$ cat src/rtl/rc5_controller_pkg.sv
// Shared RC5 definitions: controller state encoding, table-size helpers and magic constants.
// Latency: none (declarations only).
// Backpressure: not applicable.
package rc5_controller_pkg;

    // Controller states, in the order a key load and a block pass through them.
    typedef enum logic [2:0] {
        LOAD_KEY  = 3'd0,
        START_EXP = 3'd1,
        EXPAND    = 3'd2,
        READY     = 3'd3,
        START_CPH = 3'd4,
        CIPHER    = 3'd5
    } rc5_state_e;

    // RC5 magic constants for the supported word widths (P = Odd(e-2), Q = Odd(phi-1)).
    localparam logic [15:0] RC5_P16 = 16'hB7E1;
    localparam logic [15:0] RC5_Q16 = 16'h9E37;
    localparam logic [31:0] RC5_P32 = 32'hB7E1_5163;
    localparam logic [31:0] RC5_Q32 = 32'h9E37_79B9;
    localparam logic [63:0] RC5_P64 = 64'hB7E1_5162_8AED_2A6B;
    localparam logic [63:0] RC5_Q64 = 64'h9E37_79B9_7F4A_7C15;

    // Number of words in the expanded key table S for a given round count.
    function automatic int rc5_t_count(input int rounds);
        return 2 * (rounds + 1);
    endfunction

    // Word widths for which magic constants exist.
    function automatic bit rc5_w_supported(input int w);
        return (w == 16) || (w == 32) || (w == 64);
    endfunction

endpackage

$ cat src/rtl/rc5_controller.sv
// RC5 sequencer: loads key bytes, kicks the key expander, then gates cipher block requests.
// Latency: key byte written same cycle as accepted; start pulses one cycle after the triggering event.
// Backpressure: oKeyReady only in LOAD_KEY, oBlkReady only in READY; other offers are ignored.
module rc5_controller
    import rc5_controller_pkg::*;
#(
    parameter  int W        = 32,
    parameter  int B        = 16,
    parameter  int R        = 12,
    localparam int T        = rc5_t_count(R),
    localparam int B_LENGTH = $clog2(B),
    localparam int T_LENGTH = $clog2(T)
) (
    input  logic                clk,
    input  logic                rst,
    // host key byte stream
    input  logic                iKeyValid,
    input  logic [7:0]          iKeyByte,
    output logic                oKeyReady,
    // key RAM write port
    output logic [B_LENGTH-1:0] oKey_address,
    output logic [7:0]          oKey_data,
    output logic                oKey_we,
    // key expander control
    output logic                oExpStart,
    input  logic                iExpDone,
    // S-table requesters and arbitrated port
    input  logic [T_LENGTH-1:0] iExp_S_address,
    input  logic                iExp_S_we,
    input  logic [T_LENGTH-1:0] iCph_S_address,
    output logic [T_LENGTH-1:0] oS_address,
    output logic                oS_we,
    // host block request
    input  logic                iBlkValid,
    input  logic                iDecrypt,
    output logic                oBlkReady,
    // cipher engine control
    output logic                oCphStart,
    output logic                oCphMode,
    input  logic                iCphDone,
    // rekey / status
    input  logic                iRekey,
    output logic                oKeyLoaded
);

    localparam logic [B_LENGTH-1:0] KEY_LAST = B_LENGTH'(B - 1);

    // Reject word widths that have no magic constants at elaboration time.
    if (!rc5_w_supported(W)) begin : g_bad_width
        $error("rc5_controller: unsupported word width W");
    end

    rc5_state_e          state_q, state_d;
    logic [B_LENGTH-1:0] cnt_q, cnt_d;
    logic                key_loaded_q, key_loaded_d;
    logic                cph_mode_q, cph_mode_d;

    // Next-state logic: key byte counting, expander/cipher sequencing, rekey and block latch.
    always_comb begin
        state_d      = state_q;
        cnt_d        = cnt_q;
        key_loaded_d = key_loaded_q;
        cph_mode_d   = cph_mode_q;
        case (state_q)
            LOAD_KEY: begin
                if (iKeyValid) begin
                    if (cnt_q == KEY_LAST) begin
                        cnt_d   = '0;
                        state_d = START_EXP;
                    end else begin
                        cnt_d = cnt_q + 1'b1;
                    end
                end
            end
            START_EXP: state_d = EXPAND;
            EXPAND: begin
                if (iExpDone) begin
                    state_d      = READY;
                    key_loaded_d = 1'b1;
                end
            end
            READY: begin
                // Rekey wins over a simultaneous block request.
                if (iRekey) begin
                    state_d      = LOAD_KEY;
                    key_loaded_d = 1'b0;
                    cnt_d        = '0;
                end else if (iBlkValid) begin
                    cph_mode_d = iDecrypt;
                    state_d    = START_CPH;
                end
            end
            START_CPH: state_d = CIPHER;
            CIPHER: begin
                if (iCphDone) begin
                    state_d = READY;
                end
            end
            default: state_d = LOAD_KEY;
        endcase
    end

    // State registers; reset returns to key loading from anywhere.
    always_ff @(posedge clk or posedge rst) begin
        if (rst) begin
            state_q      <= LOAD_KEY;
            cnt_q        <= '0;
            key_loaded_q <= 1'b0;
            cph_mode_q   <= 1'b0;
        end else begin
            state_q      <= state_d;
            cnt_q        <= cnt_d;
            key_loaded_q <= key_loaded_d;
            cph_mode_q   <= cph_mode_d;
        end
    end

    // Output decode: handshakes, start pulses and the S-table port owner follow the state register.
    always_comb begin
        oKeyReady    = 1'b0;
        oKey_we      = 1'b0;
        oKey_data    = 8'h00;
        oKey_address = cnt_q;
        oExpStart    = 1'b0;
        oBlkReady    = 1'b0;
        oCphStart    = 1'b0;
        oS_address   = '0;
        oS_we        = 1'b0;
        case (state_q)
            LOAD_KEY: begin
                oKeyReady = 1'b1;
                oKey_we   = iKeyValid;
                oKey_data = iKeyValid ? iKeyByte : 8'h00;
            end
            START_EXP: begin
                oExpStart  = 1'b1;
                oS_address = iExp_S_address;
                oS_we      = iExp_S_we;
            end
            EXPAND: begin
                oS_address = iExp_S_address;
                oS_we      = iExp_S_we;
            end
            READY: oBlkReady = 1'b1;
            START_CPH: begin
                oCphStart  = 1'b1;
                oS_address = iCph_S_address;
            end
            CIPHER: oS_address = iCph_S_address;
            default: ;
        endcase
    end

    assign oKeyLoaded = key_loaded_q;
    assign oCphMode   = cph_mode_q;

endmodule

$ cat config.mk
export PLATFORM = sky130hd
export DESIGN_NAME = rc5_controller
export DESIGN_NICKNAME = d
export VERILOG_FILES = /design/src/rtl/rc5_controller_pkg.sv /design/src/rtl/rc5_controller.sv
export SDC_FILE = /design/constraint.sdc
export NUM_CORES = 1
export LEC_CHECK = 0
export BUFFER_PORTS_ARGS = -buffer_cell sky130_fd_sc_hd__buf_2
export CELL_PAD_IN_SITES_DETAIL_PLACEMENT = 0
export CELL_PAD_IN_SITES_GLOBAL_PLACEMENT = 1
export CORE_MARGIN = 4
export CORE_UTILIZATION = 29
export CTS_CLUSTER_DIAMETER = 120
export DETAILED_ROUTE_END_ITERATION = 12
export PLACE_DENSITY_LB_ADDON = 0.1
export SYNTH_ARGS = -nofsm -noshare
export SYNTH_HDL_FRONTEND = slang
export SYNTH_SLANG_ARGS = --single-unit
export TNS_END_PERCENT = 30
$ cat constraint.sdc
create_clock -name clk -period 2.7 [get_ports clk]
set_input_delay 0.27 -clock clk [delete_from_list [all_inputs] [get_ports clk]]
set_output_delay 0.27 -clock clk [all_outputs]
set_load 0.03 [all_outputs]
# Word level (Yosys, flattened, before mapping)
# Cells that the tools add are included.
[word_totals]
mem_bits_rw = 0
elab_cells = 50
latch_bits = 0
n_memories = 0
mem_bits_ro = 0
register_bits = 9
input_bits = 27
[classes]
n_lt_le_gt_ge = 0
reduce_logical = 9
multipliers = 0
n_shift = 0
n_eq_ne = 12
addsub = 1
n_bitwise = 1
n_div = 0
muxes = 23
[op_table]
columns = ["op", "count"]
rows = [
  ["3-bit two-way mux", 6],
  ["3-bit case mux with 6 select lines", 1],
  ["8-bit two-way mux", 2],
  ["4-bit two-way mux", 3],
  ["2-bit inequality test, second input constant", 5],
  ["5-bit case mux with 2 select lines", 1],
  ["3-bit AND reduction", 3],
  ["1-bit two-way mux", 8],
  ["4-bit case mux with 2 select lines", 1],
  ["3-bit by 2-bit == test with 1-bit output, second input constant", 2],
  ["3-bit == test, second input constant", 2],
  ["5-bit AND reduction", 1],
  ["4-bit by 1-bit adder with 4-bit output, second input constant", 1],
  ["4-bit == test, second input constant", 1],
  ["2-bit nonzero test", 2],
  ["2-bit OR reduction", 2],
  ["3-bit by 1-bit == test with 1-bit output, second input constant", 1],
  ["3-bit logical NOT", 1],
  ["3-bit inequality test, second input constant", 1],
  ["1-bit case mux with 2 select lines", 1],
  ["1-bit NOT", 1],
]

# Logic depth before layout (Yosys ltp)
# Gate-level depths: netlist of the first run.
[logic_depth]
ltp_word = 4
mapped_depth = 5
mapped_depth_nobuf = 4

# Worst setup path after synthesis of the first run
# OpenSTA, ideal clock, no wires.
[synth_timing]
path_type = "register -> output"
from = "register state_q[0]"
to = "output oS_address[0]"
n_path_buf = 1
t_required_ns = 2.430
path_stages_with_launch = 4
slack_ns = 0.857
arrival_time_ns = 1.573
cell_sequence = "dfrtp_1 -> buf_2 -> nand2b_1 -> o32ai_1"
[synth_between]
elab_chain_len = 3
word_cells_on_any_way = 7
[synth_lines]
columns = ["item", "line_no", "text"]
rows = [
  ["start, declared", "rc5_controller.sv:53", "rc5_state_e state_q, state_d;"],
  ["start signal, assigned", "rc5_controller.sv:111", "state_q <= state_d;"],
  ["3-bit == test, or another cell as far along", "rc5_controller.sv:129", "case (state_q)"],
  ["2-bit OR reduction (no source line)", "--", ""],
  ["5-bit case mux with 2 select lines (*)", "rc5_controller.sv:129", ""],
  ["end, declared", "rc5_controller.sv:31", "output logic [T_LENGTH-1:0] oS_address,"],
]
# Mark *: on every way between the ends. The rest lies on a longest branch, timed or not.

# Final worst setup path of the first run
[layout_timing]
from = "register state_q[1]"
to = "output oKey_data[2]"
[layout_between]
elab_chain_len = 2
[layout_lines]
columns = ["item", "line_no", "text"]
rows = [
  ["3-bit logical NOT", "rc5_controller.sv:129", ""],
  ["8-bit two-way mux", "rc5_controller.sv:129", ""],
  ["end, declared", "rc5_controller.sv:22", "output logic [7:0] oKey_data,"],
]
# No other way between the ends.

==> metrics.txt, run 1 <==
Synth top area share 0.292; Final Routed Wirelength 2110 microns; sequential-to-total area share from yosys stat 0.292; post-synthesis area per instance 8.13 sq um; sw frac 0.568; Gate Count Post-Synth 95; layout cells sized above 1 0.413; Pwr Density 1110 nW/um^2; Worst Setup Start Kind flop; worst setup path endpoint oKey_data[2]; clock sinks 9; drt drc 0; filler instances 270; Setup Skew about 0.0044 ns; Flop pwr share 0.280; DIE HEIGHT around 60 microns; core area 2500 sq um; largest area contributor in the netlist dfrtp_1; first-pass GRT wire length 3270 microns; hold path start iDecrypt; maximum VDD drop 0.000653 V; leakage between 0.5 and 0.6 nW; Clock power frac 0.084; Final GP Congestion approximately 0.7; synthesis-to-finish area growth 36.0%; GRT overflow 0; WL/cell 12.2 microns; PortBufs ~50; IO Pins 52; Internal 0.505 mW; most common cell after layout, fill and taps aside buf_2; Rows 18; critical-path maximum fanout 19; Critical Path Start state_q[1]$_DFFE_PP0P_; post-synth net total 123; largest net degree at the start of global routing 21; pre-CTS setup slack 0.740 ns; clk_lat worst skew 0.25 ns; Reg2Reg Capture Point oKey_address[2]$_DFFE_PP0P_; reg2reg start state_q[1]$_DFFE_PP0P_; final hold vios 0; part of the power in combinational logic 0.636; fmax 0.454 GHz; maximum root-to-sink buffer count 2; worst slew pin tran 0.614 ns; Tcrit/Tclk final 0.816; status finished, final reports clean; # H-tree levels 1; Detailed Route Iter0 Violations 42; Total Die Area 3550 sq um; Synth Cell Area around 770 sq um; CTS tree done; vias per cell 4.79; yosys warns 0; vias in the first global route approximately 760; initial core utilization 0.309; final net count 172; Vias between 800 and 900; fin crit period approximately 2.2 ns; NetSw 0.665 mW; clock root cell clkbuf_4; Worst Setup Slack, final around 0.50 ns; WP data required 2.43 ns; antenna violations before repair 0; First-pass DRT Iterations 4; unrepaired setup endpoints after global routing no; CTS Buf Count 3; MaxCap Viol Count 0; data arrival time of the worst path 1.93 ns; Yosys cell types 35; total power 1.17 mW; Tot GR Track Use 0.117; Hold-fix buffers, CTS 1; CTS resizes 0; Worst setup EP type output port; Final ANT Viol Nets 0; dpl hpwl roughly 1700 microns; path depth of the worst reg2reg path 3; max-slew violations 0; Hold Crit Class primary input to flop; Slew headroom 0.589; most frequent cells in the layout 51 x buf_2, 13 x and2_1, 11 x inv_1, 9 x dfrtp_1, 6 x nand2_1; synthesized flop and latch total 9; # setup viols final 0; Setup Crit Path Kind flop to output port; clock slew at reported path FFs approximately 0.05 ns; Post-CTS Setup Inserts 0; setup slack, reg-to-reg 0.95 ns; Antenna diodes 0; Final TNS setup 0 ns; top cells by area, synth dfrtp_1 29%, and2_1 11%, o32ai_1 5.7%, inv_1 5.3%, a31oi_1 4.1%; die boundary width 59.6 microns
[sequential cells by signal, summed over array words and instances (netlist names)]
name / cells
state_q: 3
oKey_address: 4
oCphMode: 1
oKeyLoaded: 1
[per-stage QoR]
| step | instance area [sq um] | utilization | hold slack, ns | std cells |
|---|---|---|---|---|
| after floorplan | 772 | - | 0.0979 | 95 |
| after global placement | 1010 | 0.405 | 0.240 | 168 |
| after detailed placement | 1010 | 0.405 | 0.252 | 168 |
| after CTS | 1050 | 0.420 | 0.250 | 173 |
| after global routing | 1050 | 0.420 | 0.251 | 173 |
| final | 1050 | 0.420 | 0.258 | 173 |
[cells in the mapped netlist]
library cell	number
nor3_1	2
or3b_1	1
nand2b_1	2
o211ai_1	1
nor4b_1	1
o22ai_1	1
and2_1	13
nor2b_2	1
nand2_1	6
o31a_1	1
o2bb2ai_1	1
nor2_1	1
o221ai_1	1
and2_0	1
nor3b_1	1
inv_1	11
nand3b_1	1
a211oi_1	1
o21ai_0	4
or2_2	1
and3_1	1
buf_6	2
nor4b_4	1
buf_2	5
o32ai_1	5
dfrtp_1	9
a21oi_1	5
mux2_2	1
and4b_1	1
a211oi_2	1
a31oi_1	5
clkbuf_1	1
nand3_1	4
ha_1	1
nand4_1	1
[worst min-delay path by stage]
stage | depth (start not counted) | slack [ns] | to
after floorplan | 1 | 0.1 | oCphMode$_DFFE_PP0P_
final | 2 | 0.26 | oCphMode$_DFFE_PP0P_
after CTS | 2 | 0.25 | oCphMode$_DFFE_PP0P_
after detailed placement | 2 | 0.25 | oCphMode$_DFFE_PP0P_
after global routing | 2 | 0.25 | oCphMode$_DFFE_PP0P_
after global placement | 2 | 0.24 | state_q[2]$_DFFE_PP0P_
[critical path, cell delays in order (launching register included)]
cell	delay [ns]
dfrtp_1	0.59
nor4b_4	0.69
and2_1	0.21
buf_2	0.19
[power groups by stage]
stage / Clock (mW) / Sequential [mW] / Combinational (mW)
finish: 0.0983 / 0.328 / 0.744
global route: 0.117 / 0.347 / 0.807
CTS: 0.104 / 0.329 / 0.755
detailed placement: 0 / 0.334 / 0.751
global placement: 0 / 0.330 / 0.751
floorplan: 0 / 0.324 / 0.578
[final cells by class]
class / count / area [sq um] / area share
flip-flops and latches: 9 / 225 / 0.215
clock buffers: 4 / 26.3 / 0.0250
well taps: 30 / 37.5 / 0.0358
inverters: 11 / 41.3 / 0.0393
multi-input cells: 67 / 454 / 0.433
repair buffers: 52 / 265 / 0.253
[routing by layer]
metal	track usage	up-vias	wire, microns	share of wire
li1	-	435	-	-
met5	0	-	0	0
met3	0.0109	2	211	0.10
met4	0.0570	0	17	0.0080
met2	0.186	34	935	0.44
met1	0.159	358	950	0.45
[cells by family (layout without fill, tap and decap cells)]
kind of cell | after synthesis | after routing | share of synthesized area
simple gates | 39 | 39 | 0.324
compound gates | 26 | 26 | 0.233
mux | 1 | 1 | 0.0146
flops | 9 | 9 | 0.292
buf+inv | 19 | 67 | 0.120
fa+ha+maj | 1 | 1 | 0.0162
Power figures use the tool's default switching activity.
==> inputs of run 2 (changes only) <==
--- a/config.mk
+++ b/config.mk
@@ -9,7 +9,7 @@
 export CELL_PAD_IN_SITES_DETAIL_PLACEMENT = 0
 export CELL_PAD_IN_SITES_GLOBAL_PLACEMENT = 1
 export CORE_MARGIN = 4
-export CORE_UTILIZATION = 29
+export CORE_UTILIZATION = 27
 export CTS_CLUSTER_DIAMETER = 120
 export DETAILED_ROUTE_END_ITERATION = 12
 export PLACE_DENSITY_LB_ADDON = 0.1
==> constraint.sdc (replaced) <==
create_clock -name clk -period 2.2 [get_ports clk]
set_input_delay 0.22 -clock clk [delete_from_list [all_inputs] [get_ports clk]]
set_output_delay 0.22 -clock clk [all_outputs]
set_load 0.03 [all_outputs]
==> metrics.txt, run 2 (synthesis gave the netlist of run 1 again) <==
status finished, final reports clean; most frequent cells in the layout 51 x buf_2, 13 x and2_1, 11 x inv_1, 9 x dfrtp_1, 6 x nand2_1; critical-path maximum fanout 15 (-4); Rows 19 (+1); path depth of the worst reg2reg path 4 (+1); Worst Setup Slack, final 0.224 ns (-0.273 ns); largest net degree at the start of global routing 19 (-9.5%); fmax 0.506 GHz; CP max stage cell nor4b_4; # setup viols final 0 (unchanged); Finished Layout Cells 177 (+2.3%); Antenna diodes 0 (unchanged); filler instances 291 (+7.8%); Vias 863 (+4.1%); Storage cell area 225 sq um (unchanged); total power 1.48 mW (+26%); clock sinks 9 (unchanged); max-slew violations 0 (unchanged); first-pass GRT wire length 3240 microns (-0.83%); Setup Skew 0.00233 ns (-0.00212 ns); Final TNS setup 0 ns (unchanged); die boundary width 61.5 microns (+3.1%); First-pass DRT Iterations 4 (unchanged); hold path depth 2 (unchanged); Worst setup EP type output port; pre-CTS setup slack 0.480 ns (-0.260 ns); clk_lat worst skew 0.25 ns (about the same); vias per cell 4.88 (+1.7%); # H-tree levels 1 (unchanged); Finished Cell Area 1070 sq um (+2.3%); critical-path cell list nor4b_4, and2_1, buf_2; CP delay by family, top simple AND/OR/NAND/NOR gates; vias in the first global route 793 (+4.5%); clock slew at reported path FFs 0.06 ns (about the same); WL/cell 12.1 microns (-1.4%); Final Routed Wirelength 2130 microns (+0.90%); Final ANT Viol Nets 0 (unchanged); Total Die Area 3780 sq um (+6.4%); fin crit period 1.98 ns; setup slack, reg-to-reg 0.62 ns (-0.33 ns); part of the power in combinational logic 0.696 (+0.060); Internal 0.650 mW (+29%); MaxCap Viol Count 0 (unchanged); DP Area 1040 sq um (+2.3%); NetSw 0.826 mW (+24%); data arrival time of the worst path 1.76 ns (-0.17 ns); Tot GR Track Use 0.110 (-0.00697); core area 2730 sq um (+9.4%); WP data required 1.98 ns (-0.45 ns); Detailed Route Iter0 Violations 41 (-2.4%); layout cells sized above 1 0.425 (+0.0121); Flop pwr share 0.223 (-0.057); Final GP Congestion 0.672 (-4.2%); Hold Crit Class primary input to flop; worst slew pin tran 0.590 ns (-0.0242 ns); dpl hpwl 1680 microns (+0.52%); Largest register FFs 4 (unchanged); WP buf/inv 1 (unchanged); maximum VDD drop 0.000812 V (+24%); area occupied by multi-input gates 454 sq um (unchanged); synthesis-to-finish area growth 39.1%; PortBufs 51 (unchanged); CP peak stage delay 0.61 ns (-0.08 ns); DIE HEIGHT 61.5 microns (+3.1%); antenna violations before repair 0 (unchanged); Tcrit/Tclk final 0.898; drt drc 0 (unchanged); IO Pins 52 (unchanged); Setup Crit Path Kind flop to output port; Slew headroom 0.605 (+0.0162); most common cell after layout, fill and taps aside buf_2; final hold vios 0 (unchanged); clock root cell clkbuf_4; Pwr Density 1380 nW/um^2 (+23%); maximum root-to-sink buffer count 2 (unchanged); Levels on crit path 3 (unchanged); CTS tree done; placed cell count 172 (+2.4%); sw frac 0.559 (-0.00891); GRT overflow 0 (unchanged); CTS Buf Count 3 (unchanged); Worst Setup Start Kind flop; Clock power frac 0.081 (-0.003); unrepaired setup endpoints after global routing no; final net count 175 (+1.7%); initial core utilization 0.282 (-0.0264); leakage 0.572 nW (+2.7%)
run 2: cell type report:
class,instances,share of cell area
multi-input combinational,67,0.423
timing repair buffer,55,0.268
sequential,9,0.210
inverter,11,0.0385
tap,31,0.0361
clock buffer,4,0.0245
run 2: metal layers:
layer	wire, microns	vias up	global-route usage
met1	1010	379	0.143
met3	229	0	0.0231
met4	0	0	0.0212
met2	894	39	0.190
li1	-	445	-
met5	0	-	0
run 2: power groups by stage:
stage	clock network (mW)	registers [mW]	logic, mW
CTS	0.126	0.329	1.04
global placement	0	0.328	1.03
floorplan	0	0.398	0.710
finish	0.120	0.329	1.03
global route	0.138	0.342	1.12
detailed placement	0	0.333	1.04
run 2: timing repair:
item                      CTS  global route
setup buffers               0             0
hold endpoints to repair    9             0
hold buffers                1             0
gates resized for setup     0             0
run 2: final timing paths:
| check | endpoint | start |
|---|---|---|
| min | oCphMode$_DFFE_PP0P_ | iDecrypt |
| min in group asynchronous | state_q[1]$_DFFE_PP0P_ | rst |
| max in group asynchronous | oCphMode$_DFFE_PP0P_ | rst |
| min reg2reg | oCphMode$_DFFE_PP0P_ | oCphMode$_DFFE_PP0P_ |
| max | oKey_data[4] | state_q[0]$_DFFE_PP0P_ |
| max reg2reg | oKey_address[0]$_DFFE_PP0P_ | state_q[0]$_DFFE_PP0P_ |
run 2: worst register-to-register path: stages (launching register included):
cell and delay [ns]:
dfrtp_1 0.50, buf_4 0.24, or3b_1 0.34, a21oi_1 0.23, o21ai_0 0.13
run 2: metrics by stage:
step                utilization  hold slack (ns)
finish                    0.393            0.200
global route              0.393            0.200
CTS                       0.393            0.192
detailed placement        0.379            0.189
global placement          0.379            0.186
floorplan                     -           0.0479
==> inputs of run 3 (changes only) <==
==> constraint.sdc (replaced) <==
create_clock -name clk -period 2.2 [get_ports clk]
set_input_delay 0.44 -clock clk [delete_from_list [all_inputs] [get_ports clk]]
set_output_delay 0.44 -clock clk [all_outputs]
set_load 0.03 [all_outputs]
==> metrics.txt, run 3 (synthesis gave the netlist of run 1 again) <==
fin crit period 2.05 ns (+0.0757 ns); WL/cell 12.2 microns (+1.2%); MaxCap Viol Count 0 (unchanged); Hold-fix buffers, CTS 0 (-1); clock root cell clkbuf_4; final hold vios 0 (unchanged); placed cell count 173 (+0.58%); NetSw 0.836 mW (+1.2%); First-pass DRT Iterations 3 (-1); Tot GR Track Use 0.113 (+0.00243); filler instances 293 (+0.69%); Flop pwr share 0.229 (+0.006); first-pass GRT wire length 3240 microns (unchanged); data arrival time of the worst path 1.61 ns (-0.15 ns); Slew headroom 0.714 (+0.109); leakage 0.571 nW (about the same); vias per cell 4.80 (-1.6%); Clock power frac 0.088 (+0.007); dpl hpwl 1650 microns (-1.7%); die boundary width 61.5 microns (unchanged); maximum VDD drop 0.000624 V (-23%); max-slew violations 0 (unchanged); reg2reg start state_q[1]$_DFFE_PP0P_; sw frac 0.560 (+0.00101); status finished, final reports clean; most frequent cells in the layout 51 x buf_2, 13 x and2_1, 11 x inv_1, 8 x dfrtp_1, 6 x nand2_1; DIE HEIGHT 61.5 microns (unchanged); Final GP Congestion 0.768 (+14%); # H-tree levels 1 (unchanged); initial core utilization 0.282 (unchanged); largest net degree at the start of global routing 18 (-1); Worst Setup Slack, final 0.149 ns (-0.0757 ns); clock sinks 9 (unchanged); Internal 0.656 mW (+0.83%); part of the power in combinational logic 0.683 (-0.013); fmax 0.487 GHz (-3.7%); synthesis-to-finish area growth 38.9%; worst setup path endpoint oKey_data[2]; Worst setup EP type output port; setup slack, reg-to-reg 0.67 ns (+0.05 ns); Detailed Route Iter0 Violations 15 (-63%); Final Routed Wirelength 2160 microns (+1.2%); WP data required 1.76 ns (-0.22 ns); Storage cell area 226 sq um (+0.56%); CTS tree done; clock slew at reported path FFs 0.07 ns (about the same); Reg2Reg Capture Point oKey_address[2]$_DFFE_PP0P_; layout cells sized above 1 0.438 (+0.0137); Worst Setup Start Kind flop; maximum root-to-sink buffer count 2 (unchanged); GRT overflow 0 (unchanged); clk_lat worst skew 0.26 ns (about the same); IO Pins 52 (unchanged); critical-path maximum fanout 11 (-4); final net count 175 (unchanged); Post-CTS Setup Inserts 0 (unchanged); Finished Layout Cells 177 (unchanged); Vias 849 (-1.6%); Final ANT Viol Nets 0 (unchanged); pre-CTS setup slack 0.387 ns (-0.0928 ns); Pwr Density 1390 nW/um^2 (+1.2%); antenna violations before repair 0 (unchanged); Total Die Area 3780 sq um (unchanged); Final TNS setup 0 ns (unchanged); unrepaired setup endpoints after global routing no; # setup viols final 0 (unchanged); Rows 19 (unchanged); most common cell after layout, fill and taps aside buf_2; Critical Path Start state_q[1]$_DFFE_PP0P_; total power 1.49 mW (+1.1%); Antenna diodes 0 (unchanged); core area 2730 sq um (unchanged); Largest register FFs 4 (unchanged); Setup Skew 0.00733 ns (+0.00500 ns); PortBufs 51 (unchanged); Setup Crit Path Kind flop to output port; DP Area 1040 sq um (+0.72%); drt drc 0 (unchanged); path depth of the worst reg2reg path 4 (unchanged); worst slew pin tran 0.427 ns (-0.163 ns); Hold Crit Class primary input to asynchronous set/reset pin; Tcrit/Tclk final 0.932 (+0.0344); Finished Cell Area 1070 sq um (-0.12%); vias in the first global route 743 (-6.3%); CTS resizes 0 (unchanged); CTS Buf Count 3 (unchanged); area occupied by multi-input gates 454 sq um (unchanged)
## run 3: changes by cell type in the layout (fill, tap and decap cells not counted), sizes merged
cell         delta
buf             +1
dlygate4sd3     -1
## run 3: power by group through the flow
stage | logic (mW) | clock network [mW] | registers, mW
after CTS | 1.03 | 0.135 | 0.342
after detailed placement | 1.03 | 0 | 0.345
after global placement | 1.03 | 0 | 0.341
after global routing | 1.12 | 0.146 | 0.356
after floorplan | 0.710 | 0 | 0.398
final | 1.02 | 0.131 | 0.342
## run 3: worst min path at each step
stage | slack (ns) | startpoint | cells past startpoint | endpoint
finish | 0.13 | rst | 2 | oKey_address[1]$_DFFE_PP0P_
global route | 0.15 | rst | 2 | oKey_address[1]$_DFFE_PP0P_
floorplan | 0.27 | rst | 1 | oCphMode$_DFFE_PP0P_
CTS | 0.14 | rst | 2 | oKey_address[1]$_DFFE_PP0P_
global placement | 0.43 | rst | 2 | oCphMode$_DFFE_PP0P_
detailed placement | 0.43 | rst | 2 | oKey_address[1]$_DFFE_PP0P_
## run 3: metal layers
metal | track usage | wire, microns | share of wire
met5 | 0 | 0 | 0
met4 | 0.0182 | 0 | 0
met3 | 0.0356 | 288 | 0.13
met2 | 0.180 | 890 | 0.41
met1 | 0.152 | 980 | 0.45
## run 3: stage by stage
stage                     hold WS (ns)  utilization
after floorplan                  0.268            -
after global placement           0.434        0.382
after detailed placement         0.428        0.382
after CTS                        0.142        0.392
after global routing             0.152        0.392
final                            0.127        0.392
## run 3: final cells by class
class	instances	share of cell area
multi-input cells	67	0.424
repair buffers	55	0.266
well taps	31	0.0362
flip-flops and latches	9	0.211
clock buffers	4	0.0245
inverters	11	0.0385
## run 3: worst max-delay path, stage by stage (launching register included)
cell and delay [ns]:
dfrtp_1 0.50, nor4b_4 0.48, and2_1 0.19, buf_2 0.19
